**src/rtl/seq_booth_mult.sv**
```systemverilog
// Sequential radix-2 Booth multiplier with valid/ready handshakes on both sides.
// Operands are widened to WIDTH+1 bits so one datapath serves signed and unsigned modes.
module seq_booth_mult #(
  parameter int WIDTH = 8
) (
  input  logic               clk,
  input  logic               rst_n,
  input  logic               in_valid,
  output logic               in_ready,
  input  logic [WIDTH-1:0]   a,
  input  logic [WIDTH-1:0]   b,
  input  logic               signed_mode,
  output logic               out_valid,
  input  logic               out_ready,
  output logic [2*WIDTH-1:0] z,
  output logic               busy
);

  localparam int CW = $clog2(WIDTH + 2);
  localparam logic [CW-1:0] LAST = CW'(WIDTH + 1);

  typedef enum logic [1:0] {IDLE, CALC, DONE} state_t;

  state_t           r_state;
  logic [WIDTH-1:0] r_a;
  logic             r_signed;
  logic [WIDTH+1:0] r_acc;
  logic [WIDTH:0]   r_q;
  logic             r_qm1;
  logic [CW-1:0]    r_count;

  logic [WIDTH+1:0]   w_m;
  logic [WIDTH+1:0]   w_sum;
  logic [2*WIDTH-1:0] w_zNext;

  // The accumulator carries one guard bit beyond the WIDTH+1 operand width so
  // subtracting the widened multiplicand can never wrap.
  assign w_m     = {{2{r_signed & r_a[WIDTH-1]}}, r_a};
  assign w_zNext = {r_acc[WIDTH-2:0], r_q};

  always_comb begin
    w_sum = r_acc;
    case ({r_q[0], r_qm1})
      2'b01:   w_sum = r_acc + w_m;
      2'b10:   w_sum = r_acc - w_m;
      default: w_sum = r_acc;
    endcase
  end

  always_ff @(posedge clk or negedge rst_n) begin
    if (!rst_n) begin
      r_state   <= IDLE;
      in_ready  <= 1'b1;
      out_valid <= 1'b0;
      busy      <= 1'b0;
      z         <= '0;
      r_a       <= '0;
      r_signed  <= 1'b0;
      r_acc     <= '0;
      r_q       <= '0;
      r_qm1     <= 1'b0;
      r_count   <= '0;
    end else begin
      case (r_state)
        IDLE: begin
          if (in_valid) begin
            r_a      <= a;
            r_signed <= signed_mode;
            r_q      <= {signed_mode & b[WIDTH-1], b};
            r_acc    <= '0;
            r_qm1    <= 1'b0;
            r_count  <= '0;
            r_state  <= CALC;
            in_ready <= 1'b0;
            busy     <= 1'b1;
          end
        end
        CALC: begin
          // The count reaching LAST means all WIDTH+1 iterations are done.
          if (r_count == LAST) begin
            r_state   <= DONE;
            out_valid <= 1'b1;
            z         <= w_zNext;
          end else begin
            r_acc   <= {w_sum[WIDTH+1], w_sum[WIDTH+1:1]};
            r_q     <= {w_sum[0], r_q[WIDTH:1]};
            r_qm1   <= r_q[0];
            r_count <= r_count + CW'(1);
          end
        end
        DONE: begin
          if (out_ready) begin
            r_state   <= IDLE;
            out_valid <= 1'b0;
            busy      <= 1'b0;
            in_ready  <= 1'b1;
          end
        end
        default: r_state <= IDLE;
      endcase
    end
  end

endmodule

```
**config.mk**
```make
export PLATFORM = sky130hd
export DESIGN_NAME = seq_booth_mult
export DESIGN_NICKNAME = d
export VERILOG_FILES = /design/src/rtl/seq_booth_mult.sv
export SDC_FILE = /design/constraint.sdc
export NUM_CORES = 1
export LEC_CHECK = 0
export BUFFER_PORTS_ARGS = -buffer_cell sky130_fd_sc_hd__clkbuf_2
export CORE_ASPECT_RATIO = 2
export CORE_MARGIN = 8
export CORE_UTILIZATION = 25
export DETAILED_ROUTE_END_ITERATION = 6
export PLACE_DENSITY = 0.45
export RECOVER_POWER = 50
export SLEW_MARGIN = 20
export SYNTH_ARGS = -nofsm -noshare
export SYNTH_HDL_FRONTEND = slang
export SYNTH_SLANG_ARGS = --single-unit
```
**constraint.sdc**
```tcl
create_clock -name clk -period 3.2 [get_ports clk]
set_input_delay 0.64 -clock clk [delete_from_list [all_inputs] [get_ports clk]]
set_output_delay 0.64 -clock clk [all_outputs]
set_load 0.01 [all_outputs]
```
# After elaboration in Yosys (flattened, before gate mapping)
# Index checks and enable logic that the tools add are counted.
[classes] reduce_logical=10 add_sub_neg=3 mux=24 bitwise=2 n_eq_ne=9
[ops] cell="one-hot mux 10 bit (2 select lines)" count=2
[ops] cell="two-way mux 10 bit" count=2
[ops] cell="two-way mux 9 bit" count=2
[ops] cell="one-hot mux 9 bit (2 select lines)" count=1
[ops] cell="AND reduction 3 bit" count=4
[ops] cell="adder 10 bit" count=1
[ops] cell="subtractor 10 bit" count=1
[ops] cell="two-way mux 4 bit" count=2
[ops] cell="inequality test 2 bit (second input constant)" count=4
[ops] cell="one-hot mux 1 bit (2 select lines)" count=4
[ops] cell="one-hot mux 4 bit (2 select lines)" count=1
[ops] cell="two-way mux 1 bit" count=6
[ops] cell="two-way mux 2 bit" count=3
[ops] cell="one-hot mux 2 bit (3 select lines)" count=1
[ops] cell="nonzero test 2 bit" count=3
[ops] cell="adder 4 x 1 -> 4 bit (second input constant)" count=1
[ops] cell="== test 2 x 1 -> 1 bit (second input constant)" count=2
[ops] cell="== test 2 bit (second input constant)" count=2
[ops] cell="== test 4 bit (second input constant)" count=1
[ops] cell="AND reduction 2 bit" count=2
[ops] cell="AND 1 bit" count=2
[ops] cell="zero test 2 bit" count=1
[word_totals] input_bits=21 out_inout_bits=19 register_bits=54 wordCells=59

# Depth between registers and ports, before layout
# Gate-level depths: netlist of the first run.
[logic_depth] word_depth=5 ltp_mapped=12 depth_no_buf=12

# Worst setup path before layout of the first run
# OpenSTA, ideal clock, no wires.
[synth_timing] kind="register -> register" start="register r_a[0]" end="register r_acc[8]" setup_time_ps=79 path_buffers=0 synth_period_minus_slack_ps=2334 t_required_ps=3121 path_stages_with_launch=12 path_slack_ps=866 arrival_ps=2254 path_cell_list="dfrtp_1 -> inv_1 -> ha_1 -> nor2b_1 -> a21oi_1 -> xnor2_1 -> ha_1 -> a21o_1 -> o311a_1 -> o21ai_1 -> nor3b_2 -> mux2i_1"
[synth_between] elab_chain_len=4 word_cells_on_any_way=5 cone_classes="add/sub (2); mux (3)"
[synth_rtl] element="from (decl)" line_no="25" source="logic [WIDTH-1:0] r_a;"
[synth_rtl] element="from (signal assigned)" line_no="57" source="r_a <= '0;"
[synth_rtl] element="from (signal assigned)" line_no="67" source="r_a <= a;"
[synth_rtl] element="subtractor 10 bit or adder 10 bit (tied branches)" line_no="45, 44"
[synth_rtl] element="one-hot mux 10 bit (2 select lines) *" line_no="43" source="case ({r_q[0], r_qm1})"
[synth_rtl] element="two-way mux 10 bit *" line_no="80" source="if (r_count == LAST) begin"
[synth_rtl] element="one-hot mux 10 bit (2 select lines) *" line_no="64" source="case (r_state)"
[synth_rtl] element="to (signal assigned)" line_no="85" source="r_acc <= {w_sum[WIDTH+1], w_sum[WIDTH+1:1]};"
[synth_rtl] element="to (decl)" line_no="27" source="logic [WIDTH+1:0] r_acc;"
# Mark *: on every way between the ends. The rest lies on a longest branch, timed or not. The select of a mux whose other input is x is not followed.
# A chain may end at the register's enable or synchronous reset.

# Worst setup path in the final report of the first run
[layout_timing] start="register r_a[1]" end="register r_acc[8]"
# Same word-level chain as after synthesis.

==> results.rst, run 1 <==
.. list-table::
   :header-rows: 1

   * - Metric
     - Value
   * - Combined area of all synthesized cells
     - 2696 µm²
   * - Mean cell area of the mapped netlist
     - 11.10 µm²
   * - Complex-gate fraction of the synthesized area
     - 0.1587
   * - Total of max-cap violations
     - 0
   * - Achievable Freq
     - 384.6 MHz
   * - Core region area
     - 10540 µm²
   * - Clock tree from TritonCTS
     - built
   * - EDFF count, synth
     - 0
   * - Simple-gate portion of the synthesized area
     - 0.08121
   * - Area added between synthesis and finish
     - 18.10%
   * - Setup-violating endpoint count in the final report
     - 0
   * - Delay-heaviest family, CP
     - compound AO/OA/AOI/OAI gates
   * - Buffer and inverter count on the worst path
     - 1
   * - Number of failing hold endpoints at the final stage
     - 0
   * - Leakage power total
     - 0.001486 µW
   * - Biggest cell delay along the critical path
     - 410 ps
   * - Number of antenna violations at the first check in global routing
     - 0
   * - Critical Path Sink Type
     - register
   * - Worst clock skew
     - 12.03 ps
   * - TritonCTS Buffers
     - 5
   * - Die span in x
     - 89.44 µm
   * - Arrival @ worst endpoint
     - 2830 ps
   * - Amount of wire on met3 after detailed routing
     - 244 µm
   * - Data required time at the worst endpoint
     - 3430 ps
   * - Setup repair after global routing missed its margin
     - false
   * - Dominant combinational cell family by area after synthesis
     - compound AO/OA/AOI/OAI gates
   * - Number of port buffers
     - 39
   * - Yosys reg bits
     - 53
   * - Clock tree root driver cell
     - sky130_fd_sc_hd__clkbuf_16
   * - Routed length on met1
     - 2554 µm
   * - Yosys warns
     - 0
   * - Die height
     - 162.9 µm
   * - Uppermost routed layer
     - met4
   * - Maximum clock path buffer count
     - 2
   * - Net Sw Frac
     - 0.4331
   * - Cell mode on critical path
     - sky130_fd_sc_hd__ha_1
   * - Total power consumption of the routed design
     - 4066 µW
   * - Die area
     - 14570 µm²
   * - Proportion of layout cells with a drive suffix above 1
     - 0.2526
   * - Clock latency of the later-clocked register in the worst-skew pair
     - 310 ps
   * - Commonest cells in the netlist
     - 52 x sky130_fd_sc_hd__dfrtp_1, 20 x sky130_fd_sc_hd__mux2_2, 19 x sky130_fd_sc_hd__inv_1
   * - Vias post-DR
     - 2009
   * - HPWL reported at the end of detailed placement
     - 5146 µm
   * - Via count of the first global-routing pass
     - 2293
   * - Synth area leaders
     - sky130_fd_sc_hd__dfrtp_1 48%, sky130_fd_sc_hd__mux2_2 8.4%, sky130_fd_sc_hd__ha_1 6.0%
   * - Number of setup buffers added after CTS
     - 0
   * - Worst vdd ir
     - 384.7 µV
   * - # clock sinks
     - 53
   * - Switching Power
     - 1761 µW
   * - Share of synthesized area occupied by flip-flops and latches
     - 0.4923
   * - Detail Route Antenna Nets
     - 0
   * - Main flop type after synthesis
     - sky130_fd_sc_hd__dfrtp_1
   * - DR DRC count
     - 0
   * - Net count of the mapped netlist
     - 278
   * - Category of the worst setup path launch point
     - register
   * - Count of distinct cell types in the synthesized netlist
     - 42
   * - Final cycle utilization of the critical path
     - 0.8124
   * - DR WL met2
     - 3901 µm
   * - Multiplexer fraction of the synthesized cell area
     - 0.1067
   * - Critical Path Fanout Max
     - 4
   * - Number of iterations in the first detailed-routing pass
     - 4
   * - Layout Utilization
     - 0.3020
   * - Area taken by multi-input logic gates
     - 1249 µm²
   * - Measured slew at the worst slew-check pin
     - 1367 ps
   * - Number of standard cells after synthesis
     - 243
   * - Cell accounting for the most synthesized area
     - sky130_fd_sc_hd__dfrtp_1
   * - Iteration-0 DRC count of the detailed router
     - 88
   * - Final net count
     - 319
   * - CTS Hold Buffers Added
     - 0
   * - Kind of critical path
     - register to register
   * - Clock share of power
     - 0.139
   * - Area taken by flip-flops and latches
     - 1328 µm²
   * - Routed wirelength normalized by instance count
     - 16.36 µm
   * - Type of the worst min-delay path
     - register to register
   * - Portion of total power attributed to sequential cells
     - 0.305
   * - Total wire length
     - 6903 µm
   * - Cell Chain, Critical Path
     - inv_1 > ha_1 > nor2b_1 > a21oi_1 > xnor2_1 > ha_1 > a21o_1 > o311a_1 > o21ai_1 > nor3b_2 > mux2i_1
   * - Starting density of the core
     - 0.2557
   * - Post-detailed-route via-to-cell ratio
     - 4.761
   * - Outcome
     - completed
   * - PostCTS Resize Cnt
     - 0
   * - Yosys top cell area share
     - 0.4826
   * - FFs w/ async S/R, synth
     - 1.000
   * - Max stage delay cell, worst path
     - sky130_fd_sc_hd__dfrtp_1
   * - Synthesized-area fraction occupied by adder cells
     - 0.06775
   * - Cell with the most instances after synthesis
     - sky130_fd_sc_hd__dfrtp_1
   * - Largest net degree at the start of global routing
     - 54
   * - I/O pin cnt
     - 40
   * - Relative max-transition margin
     - 0.08865
   * - Final count of pins violating max slew
     - 0
   * - Final sum of negative setup slack
     - 0 ps
   * - Min Tclk post-route
     - 2600 ps
   * - H-tree depth
     - 2
   * - Xor and xnor fraction of the mapped netlist area
     - 0.04872
   * - Reg clk slew, reported paths
     - 80 ps
   * - Power density cells
     - 1277 nW/µm²
   * - Fill cell count
     - 1109
   * - Final weighted congestion of routability-driven global placement
     - 0.8212
   * - Wire length of the first global-routing pass
     - 11730 µm
   * - Antenna diode instance count
     - 0
   * - Total grt overflow
     - 0
   * - Global Route Usage Sum
     - 0.1068
   * - Total internal power
     - 2305 µW
   * - Share of power burned in combinational logic
     - 0.555
   * - Std-Cell Rows
     - 53
==> metrics by stage <==
stage	setup slack, ps	cells	area (µm²)	hold WS, ps
2_1_floorplan	866.2	243	2696	344.4
3_3_place_gp	644.2	414	3044	476.4
3_5_place_dp	607.4	414	3044	491.0
4_1_cts	584.2	422	3196	496.7
5_1_grt	377.7	422	3184	532.0
6_report	600.2	422	3184	498.9
==> registers in the layout, summed over array words and instances (netlist names), 2 cells and up <==
name     flops
r_a          8
r_acc        9
r_count      4
r_q          9
r_state      2
z           16
==> worst reg2reg max path: cells and delay by family, from the launching register on <==
kind | cells | cell delay [ps]
AO/OA/AOI/OAI | 4 | 790
adder cells (fa/ha/maj) | 2 | 490
AND/OR/NAND/NOR | 2 | 410
flip-flops | 1 | 410
multiplexers | 1 | 190
XOR/XNOR | 1 | 150
buffers and inverters | 1 | 90
==> layout make-up <==
class / instances / area share
timing repair buffer: 43 / 0.06719
tap: 137 / 0.05383
clock buffer: 5 / 0.03929
clock inverter: 3 / 0.008251
inverter: 19 / 0.02240
sequential: 53 / 0.4169
multi-input combinational: 162 / 0.3921
==> cells by family (layout without fill, tap and decap cells) <==
| kind of cell | Yosys count | after routing |
|---|---|---|
| AOI/OAI and AO/OA | 64 | 64 |
| xor gates and xnor gates | 15 | 15 |
| adders and majority gates | 14 | 14 |
| buffers and inverters | 28 | 70 |
| DFF | 53 | 53 |
| muxes | 26 | 26 |
| and+or+nand+nor | 43 | 43 |
==> placed cells by master, fill, tap and decap left out, drive strengths merged, types with 5 or more instances in the layout <==
cell    netlist  layout
a21o          6       6
a21oi        16      16
a222oi        8       8
clkbuf        2      45
dfrtp        52      52
ha           13      13
inv          19      20
mux2         22      22
nand2        12      12
nand2b        5       5
nor2         12      12
o21ai        18      18
xnor2        10      10
xor2          5       5
==> power by group through the flow <==
stage / sequential, µW / clock (µW) / combinational (µW)
after CTS: 1250 / 592 / 2300
after global placement: 1260 / 0 / 2270
after global routing: 1300 / 618 / 2590
final: 1240 / 567 / 2260
after floorplan: 1220 / 0 / 1730
after detailed placement: 1260 / 0 / 2290
==> path summary, 6_finish.rpt <==
| path | startpoint | to | slack, ps | cells after the start |
|---|---|---|---|---|
| max | r_a[1] | r_acc[8] | 600 | 11 |
| min | out_valid | out_valid | 500 | 1 |
| max reg2reg | r_a[1] | r_acc[8] | 600 | 11 |
| min reg2reg | out_valid | out_valid | 500 | 1 |
| max in group asynchronous | rst_n | z[10] | 1640 | 2 |
| min in group asynchronous | rst_n | busy | 730 | 2 |
==> metal layers <==
layer  vias to the layer above  track usage
met5                         -            0
met2                        40       0.1978
met1                      1002       0.1075
met4                         0      0.05492
met3                        10      0.01871
li1                        957            -
No activity file was read; power rests on OpenSTA's default activity.
==> run 2: changes to the inputs <==
--- a/config.mk
+++ b/config.mk
@@ -10,7 +10,7 @@
 export CORE_MARGIN = 8
 export CORE_UTILIZATION = 25
 export DETAILED_ROUTE_END_ITERATION = 6
-export PLACE_DENSITY = 0.45
+export PLACE_DENSITY = 0.47
 export RECOVER_POWER = 50
 export SLEW_MARGIN = 20
 export SYNTH_ARGS = -nofsm -noshare
==> constraint.sdc (replaced) <==
create_clock -name clk -period 2.2 [get_ports clk]
set_input_delay 0.44 -clock clk [delete_from_list [all_inputs] [get_ports clk]]
set_output_delay 0.44 -clock clk [all_outputs]
set_load 0.01 [all_outputs]
==> results.rst, run 2 (synthesis gave the netlist of run 1 again) <==
.. list-table::
   :header-rows: 1

   * - Metric
     - Value
   * - Delay-heaviest family, CP
     - compound AO/OA/AOI/OAI gates
   * - Reg clk slew, reported paths
     - 80 ps (about the same)
   * - Placed insts
     - 443 (+7.0%)
   * - Beginning of the worst register-to-register path
     - r_a[1]
   * - H-tree depth
     - 2 (unchanged)
   * - Number of antenna violations at the first check in global routing
     - 0 (unchanged)
   * - Commonest non-fill, non-tap cell in the layout
     - sky130_fd_sc_hd__dfrtp_1
   * - Largest net degree at the start of global routing
     - 54 (unchanged)
   * - Outcome
     - complete, but fails checks
   * - Proportion of layout cells with a drive suffix above 1
     - 0.4224 (+0.1697)
   * - Final sum of negative setup slack
     - -590.9 ps (-590.9 ps)
   * - Starting density of the core
     - 0.2557 (unchanged)
   * - Maximum clock path buffer count
     - 2 (unchanged)
   * - End of the critical path
     - r_acc[8]
   * - Biggest cell delay along the critical path
     - 410 ps (about the same)
   * - Number of failing hold endpoints at the final stage
     - 0 (unchanged)
   * - DR DRC count
     - 0 (unchanged)
   * - Routed wirelength normalized by instance count
     - 16.28 µm (-0.47%)
   * - Origin of the worst setup path
     - r_a[1]
   * - Std-Cell Rows
     - 53 (unchanged)
   * - Achievable Freq
     - 410.9 MHz (+6.8%)
   * - Worst reg2reg path depth
     - 11 (unchanged)
   * - Final cycle utilization of the critical path
     - 1.106 (+0.2937)
   * - Measured slew at the worst slew-check pin
     - 1341 ps (-25.68 ps)
   * - Category of the worst setup path launch point
     - register
   * - Type of the worst min-delay path
     - primary input to register
   * - Commonest cells after routing, fill and taps aside
     - 52 x sky130_fd_sc_hd__dfrtp_1, 37 x sky130_fd_sc_hd__buf_4, 36 x sky130_fd_sc_hd__clkbuf_2, 20 x sky130_fd_sc_hd__mux2_2, 16 x sky130_fd_sc_hd__inv_1
   * - Minimum setup slack among reg-to-reg paths
     - -230 ps (-830 ps)
   * - Data required time at the worst endpoint
     - 2420 ps (-1010 ps)
   * - Clock tree from TritonCTS
     - built
   * - Max stage delay cell, worst path
     - sky130_fd_sc_hd__dfrtp_1
   * - Final net count
     - 356 (+12%)
   * - Post-detailed-route via-to-cell ratio
     - 4.680 (-1.7%)
   * - Cell Chain, Critical Path
     - inv_2 > ha_4 > nor2b_4 > a21oi_2 > xnor2_1 > ha_1 > a21o_1 > o311a_1 > o21ai_1 > nor3b_2 > mux2i_1
   * - Area added between synthesis and finish
     - 33.64%
   * - Iteration-0 DRC count of the detailed router
     - 59 (-33%)
   * - Area taken by multi-input logic gates
     - 1384 µm² (+11%)
   * - Total wire length
     - 7473 µm (+8.3%)
   * - Critical Path Sink Type
     - register
   * - Wire length of the first global-routing pass
     - 11990 µm (+2.2%)
   * - Via count of the first global-routing pass
     - 2310 (+0.74%)
   * - Die span in x
     - 89.44 µm (unchanged)
   * - Antenna diode instance count
     - 0 (unchanged)
   * - Critical Path Fanout Max
     - 3 (-1)
   * - Total grt overflow
     - 0 (unchanged)
   * - # clock sinks
     - 53 (unchanged)
   * - Worst clock skew
     - 11.18 ps (-0.8521 ps)
   * - Final weighted congestion of routability-driven global placement
     - 0.8210 (about the same)
   * - Setup-violating endpoint count in the final report
     - 6 (+6)
   * - Relative max-transition margin
     - 0.1058 (+0.01712)
   * - Fill cell count
     - 1093 (-1.4%)
   * - Largest regs
     - z (16), r_acc (9), r_q (9)
   * - CTS Hold Buffers Added
     - 0 (unchanged)
   * - Setup repair after global routing missed its margin
     - true
   * - Number of port buffers
     - 39 (unchanged)
   * - Crit Reg-Reg Endpoint
     - r_acc[8]
   * - Clock tree root driver cell
     - sky130_fd_sc_hd__clkbuf_16
   * - Final WS setup
     - -233.5 ps (-833.7 ps)
   * - Area taken by flip-flops and latches
     - 1328 µm² (unchanged)
   * - Detail Route Antenna Nets
     - 0 (unchanged)
   * - Die height
     - 162.9 µm (unchanged)
   * - Arrival @ worst endpoint
     - 2650 ps (-180 ps)
   * - Clock latency of the later-clocked register in the worst-skew pair
     - 300 ps (about the same)
   * - Layout Cells excl Fill
     - 459 (+8.8%)
   * - Number of iterations in the first detailed-routing pass
     - 6 (+2)
   * - HPWL reported at the end of detailed placement
     - 5554 µm (+7.9%)
   * - Kind of critical path
     - register to register
   * - Final hold slack
     - 347.4 ps (-151.5 ps)
   * - Final count of pins violating max slew
     - 0 (unchanged)
   * - Core region area
     - 10540 µm² (unchanged)
   * - Vias post-DR
     - 2148 (+6.9%)
   * - Failing checks
     - setup timing
   * - Crit path depth
     - 11 (unchanged)
   * - Min Tclk post-route
     - 2433 ps (-166.3 ps)
   * - Flip-flop count of the largest register, all copies and words added
     - 16 (unchanged)
   * - Buffer and inverter count on the worst path
     - 1 (unchanged)
   * - I/O pin cnt
     - 40 (unchanged)
   * - Total of max-cap violations
     - 0 (unchanged)
   * - Global Route Usage Sum
     - 0.1106 (+0.003848)
   * - Die area
     - 14570 µm² (unchanged)
   * - TritonCTS Buffers
     - 5 (unchanged)
   * - Register with the most flip-flops
     - z
-- run 2: cell types whose count changed in the layout (fill, tap and decap cells not counted), sizes merged --
cell      change
inv           -1
clkinvlp      +1
buf          +37
-- run 2: how the worst min path moves through the flow --
| stage | from | cells after the start | slack [ps] | endpoint |
|---|---|---|---|---|
| 3_5_place_dp | rst_n | 2 | 460 | z[15] |
| 5_1_grt | a[0] | 3 | 360 | r_a[0] |
| 3_3_place_gp | rst_n | 2 | 460 | out_valid |
| 2_1_floorplan | rst_n | 0 | 140 | busy |
| 6_report | a[0] | 3 | 350 | r_a[0] |
| 4_1_cts | rst_n | 2 | 140 | z[15] |
-- run 2: area by class of cell --
cell class | count | share of cell area
Tap cell | 137 | 0.04757
Inverter | 19 | 0.01979
Multi-Input combinational cell | 162 | 0.3840
Clock buffer | 5 | 0.03472
Sequential cell | 53 | 0.3684
Timing Repair Buffer | 80 | 0.1406
Clock inverter | 3 | 0.004861
-- run 2: routing by layer --
| metal | vias up | wire length (µm) | global-route usage |
|---|---|---|---|
| li1 | 1026 | - | - |
| met1 | 1067 | 2550 | 0.1025 |
| met2 | 45 | 4570 | 0.2205 |
| met3 | 10 | 193 | 0.01668 |
| met4 | 0 | 159 | 0.04805 |
| met5 | - | 0 | 0 |
-- run 2: what timing repair did --
action	in CTS	in global routing
pin swaps	10	13
gates resized for setup	23	7
endpoints found under the setup margin	7	7
setup buffers	7	3
-- run 2: worst min-delay path, cell delays in order --
cell	delay, ps
sky130_fd_sc_hd__clkbuf_2	70
sky130_fd_sc_hd__nand2_1	40
sky130_fd_sc_hd__o21ai_0	60
-- run 2: through the flow --
stage               setup slack [ps]  utilization  area [µm²]
floorplan                     -94.97            -        2725
global placement              -297.3       0.3127        3297
detailed placement            -376.7       0.3127        3297
CTS                           -257.6       0.3394        3578
global route                  -366.7       0.3418        3603
finish                        -233.5       0.3418        3603
Power of run 2 is left out: the tool's default activity adds up to more than one toggle a clock period on the data nets, which glitch-free logic cannot reach.
